==> src/rtl/tournament_selector_table.sv <==
// Tournament chooser table: one saturating counter per index choosing the global or the local predictor.
// An initialisation walk after reset loads INIT_VAL into every entry, one per cycle.
module tournament_selector_table #(
    parameter int IDX_BITS = 6,
    parameter int CTR_BITS = 2,
    parameter int INIT_VAL = 2**(CTR_BITS-1)-1
) (
    input  logic                clk,
    input  logic                rst,
    input  logic                rd_en,
    input  logic [IDX_BITS-1:0] rd_idx,
    output logic [CTR_BITS-1:0] rd_ctr,
    output logic                rd_use_global,
    input  logic                upd_en,
    input  logic [IDX_BITS-1:0] upd_idx,
    input  logic                upd_taken,
    input  logic                upd_local_pred,
    input  logic                upd_global_pred,
    output logic [CTR_BITS-1:0] upd_ctr_new,
    output logic                init_busy
);
    localparam int DEPTH = 1 << IDX_BITS;
    localparam logic [CTR_BITS-1:0] INIT_C  = CTR_BITS'(INIT_VAL);
    localparam logic [CTR_BITS-1:0] CTR_MAX = '1;
    localparam logic [IDX_BITS-1:0] LAST    = '1;

    typedef enum logic {ST_INIT, ST_RUN} state_t;

    state_t                state, state_next;
    logic [IDX_BITS-1:0]   walk_ptr;
    logic [CTR_BITS-1:0]   table_q [DEPTH];
    logic [CTR_BITS-1:0]   stored, trained, rd_next;
    logic                  busy;

    // Table contents are meaningless until the walk completes, so reset forces busy too.
    assign busy      = rst || (state == ST_INIT);
    assign init_busy = busy;

    always_ff @(posedge clk) begin
        if (rst) begin
            state    <= ST_INIT;
            walk_ptr <= '0;
        end else begin
            state <= state_next;
            if (state == ST_INIT && walk_ptr != LAST)
                walk_ptr <= walk_ptr + 1'b1;
        end
    end

    always_comb begin
        state_next = state;
        case (state)
            ST_INIT: if (walk_ptr == LAST) state_next = ST_RUN;
            ST_RUN:  state_next = ST_RUN;
            default: state_next = ST_INIT;
        endcase
    end

    always_comb begin
        stored  = table_q[upd_idx];
        trained = stored;
        if (upd_local_pred != upd_global_pred) begin
            if (upd_global_pred == upd_taken)
                trained = (stored == CTR_MAX) ? stored : stored + 1'b1;
            else
                trained = (stored == '0) ? stored : stored - 1'b1;
        end
        upd_ctr_new = busy ? INIT_C : trained;
    end

    always_ff @(posedge clk) begin
        if (!rst) begin
            if (state == ST_INIT)
                table_q[walk_ptr] <= INIT_C;
            else if (upd_en)
                table_q[upd_idx] <= upd_ctr_new;
        end
    end

    // Same-index update in the same cycle is forwarded so the lookup never sees a stale entry.
    always_comb begin
        if (busy)
            rd_next = INIT_C;
        else if (upd_en && rd_idx == upd_idx)
            rd_next = upd_ctr_new;
        else
            rd_next = table_q[rd_idx];
    end

    always_ff @(posedge clk) begin
        if (rst)
            rd_ctr <= INIT_C;
        else if (rd_en)
            rd_ctr <= rd_next;
    end

    assign rd_use_global = rd_ctr[CTR_BITS-1];

endmodule
==> config.mk <==
export PLATFORM = sky130hd
export DESIGN_NAME = tournament_selector_table
export DESIGN_NICKNAME = d
export VERILOG_FILES = /design/src/rtl/tournament_selector_table.sv
export SDC_FILE = /design/constraint.sdc
export NUM_CORES = 1
export LEC_CHECK = 0
export CAP_MARGIN = 10
export CORE_MARGIN = 10
export CORE_UTILIZATION = 40
export DETAILED_ROUTE_END_ITERATION = 8
export PLACE_DENSITY_LB_ADDON = 0.05
export SETUP_SLACK_MARGIN = 0.3
export SLEW_MARGIN = 5
export SYNTH_ARGS = -nofsm -noshare
export SYNTH_HDL_FRONTEND = slang
export SYNTH_SLANG_ARGS = --single-unit
export TNS_END_PERCENT = 30
==> constraint.sdc <==
create_clock -name clk -period 5 [get_ports clk]
set_clock_uncertainty 0.15 [all_clocks]
set_input_delay 0.5 -clock clk [delete_from_list [all_inputs] [get_ports clk]]
set_output_delay 0.5 -clock clk [all_outputs]
set_load 0.01 [all_outputs]
==> flow_summary.json <==
{
  "synth_area_um2": 7076,
  "path_buf_inv": 2,
  "min_period_ps": 4360,
  "layout-drive-gt1-share": 0.2363,
  "placed_cells": 705,
  "coreArea_um2": 17300,
  "grt_pass1_vias": 4525,
  "crit_chain": "buf_2, mux4_2, mux4_2, a22o_1, or3_4, nor3_1, a21oi_1, o211ai_2, nor2_1, clkdlybuf4s50_1",
  "antenna_found_initial": 0,
  "setup_viol": 0,
  "cap_violations": 0,
  "synth_compound_area_frac": 0.04279,
  "drt-total-wl_um": 18870,
  "r2r_slack_ps": 1650,
  "total_leakage_power_nw": 2.722,
  "muxShareOfSynthArea": 0.2486,
  "final_nets": 519,
  "finalHoldViolations": 0,
  "dieArea_um2": 23410,
  "fmax_ghz": 0.2294,
  "grt_first_pass_wirelength_um": 29170,
  "die_h_um": 153,
  "routabilityCongestion": 0.8013,
  "path_max_fanout": 13,
  "synth_seq_area_share": 0.5687,
  "fin_tns_setup_ps": 0,
  "vias_per_cell": 5.973,
  "cts.sinks": 137,
  "io_pins": 25,
  "worst_slack_ps": 640.1,
  "ant_nets": 0,
  "ys_types": 52,
  "slowest_delay_ps": 570,
  "dpl_cell_area_um2": 7553,
  "root_buffer": "clkbuf_16",
  "drt_pre_antenna_iters": 6,
  "drc_errors": 0,
  "ctsResizeCount": 0,
  "hold_class": "reg -> reg",
  "antennaDiodeCount": 0,
  "clk_latency_ps": 430,
  "syn_inst": 475,
  "drtIter0Drc": 338,
  "period_share": 0.8720,
  "critPathRequiredTime_ps": 4350,
  "synth_top_family_by_area": "multiplexers",
  "route.vias.total": 4402,
  "clkSlewWorstSetupHoldPaths_ps": 60,
  "synth_xor_area_frac": 0.01362,
  "grt_start_max_net_pins": 65,
  "numCtsBuffers": 17,
  "h-tree-depth": 4,
  "max-vdd-ir-drop_mv": 0.2450,
  "utilization": 0.4686,
  "crit_slowest_cell": "mux4_2",
  "cp-start-kind": "primary input",
  "dp_hpwl_um": 12490,
  "crit_path_end_kind": "output pin",
  "status": "completed",
  "rsz0062_at_grt": "no",
  "critPathArrivalTime_ps": 3710,
  "crit_type": "in -> out",
  "synth-seq-cells": 137,
  "worst_pin_slew_ps": 795.0,
  "grt_overflow_total": 0,
  "die-width_um": 153,
  "cts_hold_buf": 0,
  "cts_buffer_depth": 2,
  "cts_tree": "yes",
  "avgSynthCellArea_um2": 14.90,
  "stdcell_area_um2": 8105,
  "cts_setup_buffers": 0,
  "crit_family": "multiplexers",
  "place_ws_ps": 614.5,
  "slew_violations": 0,
  "syn_to_final_growth_pct": 14.55,
  "synthSimpleGateAreaFrac": 0.1019,
  "rows": 48,
  "wl_per_cell_um": 25.60,
  "portBuffers": 24,
  "start_util": 0.4091,
  "crit_top_cell": "mux4_2",
  "yosys_warnings": 0,
  "relSlewSlack": 0.4684,
  "grt_usage": 0.1661,
  "finalNonFillerCells": 737,
  "synth_fa_ha_area_frac": 0.001768,
  "p_per_area_nw_per_um2": 323.2,
  "synth_fp_nets": 495
}
flip-flops by register name, indices dropped and copies added (netlist names):
signal / flops
table_q: 128
walk_ptr: 6
rd_ctr: 2
state: 1
cell usage after synthesis, drive strengths merged:
cell,instances,area share
and4,1,0.0012
a22oi,5,0.0053
o221ai,1,0.0012
and3,2,0.0018
nor4,1,0.00088
clkbuf,14,0.0074
o31ai,3,0.0032
o2111ai,1,0.0012
edfxtp,128,0.54
mux4,73,0.23
a2111oi,1,0.0012
or3,5,0.0051
inv,7,0.0037
o31a,1,0.0012
nor2,85,0.045
o22ai,1,0.00088
a211oi,2,0.0021
nand3,9,0.0064
a22o,1,0.0012
nand4,5,0.0044
mux2i,10,0.014
nand2,29,0.015
or2,1,0.00088
o21ai,10,0.0071
a21oi,11,0.0083
nand2b,7,0.0062
o211ai,2,0.0028
nand3b,2,0.0021
nor2b,4,0.0035
o21a,3,0.0032
buf,14,0.011
a31oi,3,0.0027
xnor2,4,0.0050
ha,1,0.0018
nor3,6,0.0050
and2,4,0.0039
xor2,7,0.0087
dfxtp,9,0.025
mux2,1,0.0016
o21bai,1,0.0011
worst paths after layout:
| path | cells past startpoint | endpoint | from |
|---|---|---|---|
| setup / recovery | 10 | upd_ctr_new[1] | upd_idx[0] |
| hold / removal | 2 | walk_ptr[5] | walk_ptr[5] |
| setup reg to reg | 9 | table_q[30][1] | table_q[27][0] |
| hold reg to reg | 2 | walk_ptr[5] | walk_ptr[5] |
worst reg2reg max path, delay by kind of cell, from the launching register on:
family / cells / cell delay (ps)
multiplexers: 2 / 990
AO/OA/AOI/OAI: 3 / 640
AND/OR/NAND/NOR: 3 / 610
flip-flops: 1 / 390
buffers and inverters: 1 / 260
through the flow:
step           hold slack (ps)  power (mW)
6_report                 378.9       2.620
5_1_grt                  417.5       2.706
4_1_cts                  379.3       2.641
3_5_place_dp             358.2       1.460
3_3_place_gp             366.1       1.459
2_1_floorplan            330.9       1.397
layout make-up:
cell class              count  area [um^2]
multi-input cells         303         2904
inverters                   7        26.28
flip-flops and latches    137         4024
clock inverters            13        118.9
repair buffers             33        317.8
clock buffers              19        432.9
fillers                  1503         9191
well taps                 225        281.5
placed cells by master (no fill, tap or decap), types with 7 or more instances in the layout:
cell type / instances
mux2i_1: 10
nor2_1: 84
clkdlybuf4s50_1: 21
nand3_1: 8
inv_1: 7
dfxtp_1: 9
edfxtp_1: 128
nand2_1: 29
xor2_1: 7
nand2b_1: 7
buf_4: 7
clkbuf_16: 17
o21ai_0: 9
a21oi_1: 10
mux4_2: 72
routing by layer:
metal | up-vias | share of wire | track usage
met5 | - | 0 | 0
met4 | 0 | 0.015 | 0.05450
met3 | 18 | 0.050 | 0.03451
met2 | 140 | 0.47 | 0.2543
met1 | 2304 | 0.46 | 0.2306
li1 | 1940 | - | -
power by group:
group          internal, mW  switching [mW]  total [mW]
combinational        0.0832           0.109       0.192
clock                 0.684           0.500        1.18
sequential             1.24         0.00485        1.24
cells by family after synthesis:
kind of cell | after synthesis
fa+ha+maj | 1
compound gates | 46
xor+xnor | 11
buf+inv | 35
mux | 84
simple gates | 161
flops | 137
Note: power is estimated with default switching activity, not from simulation.
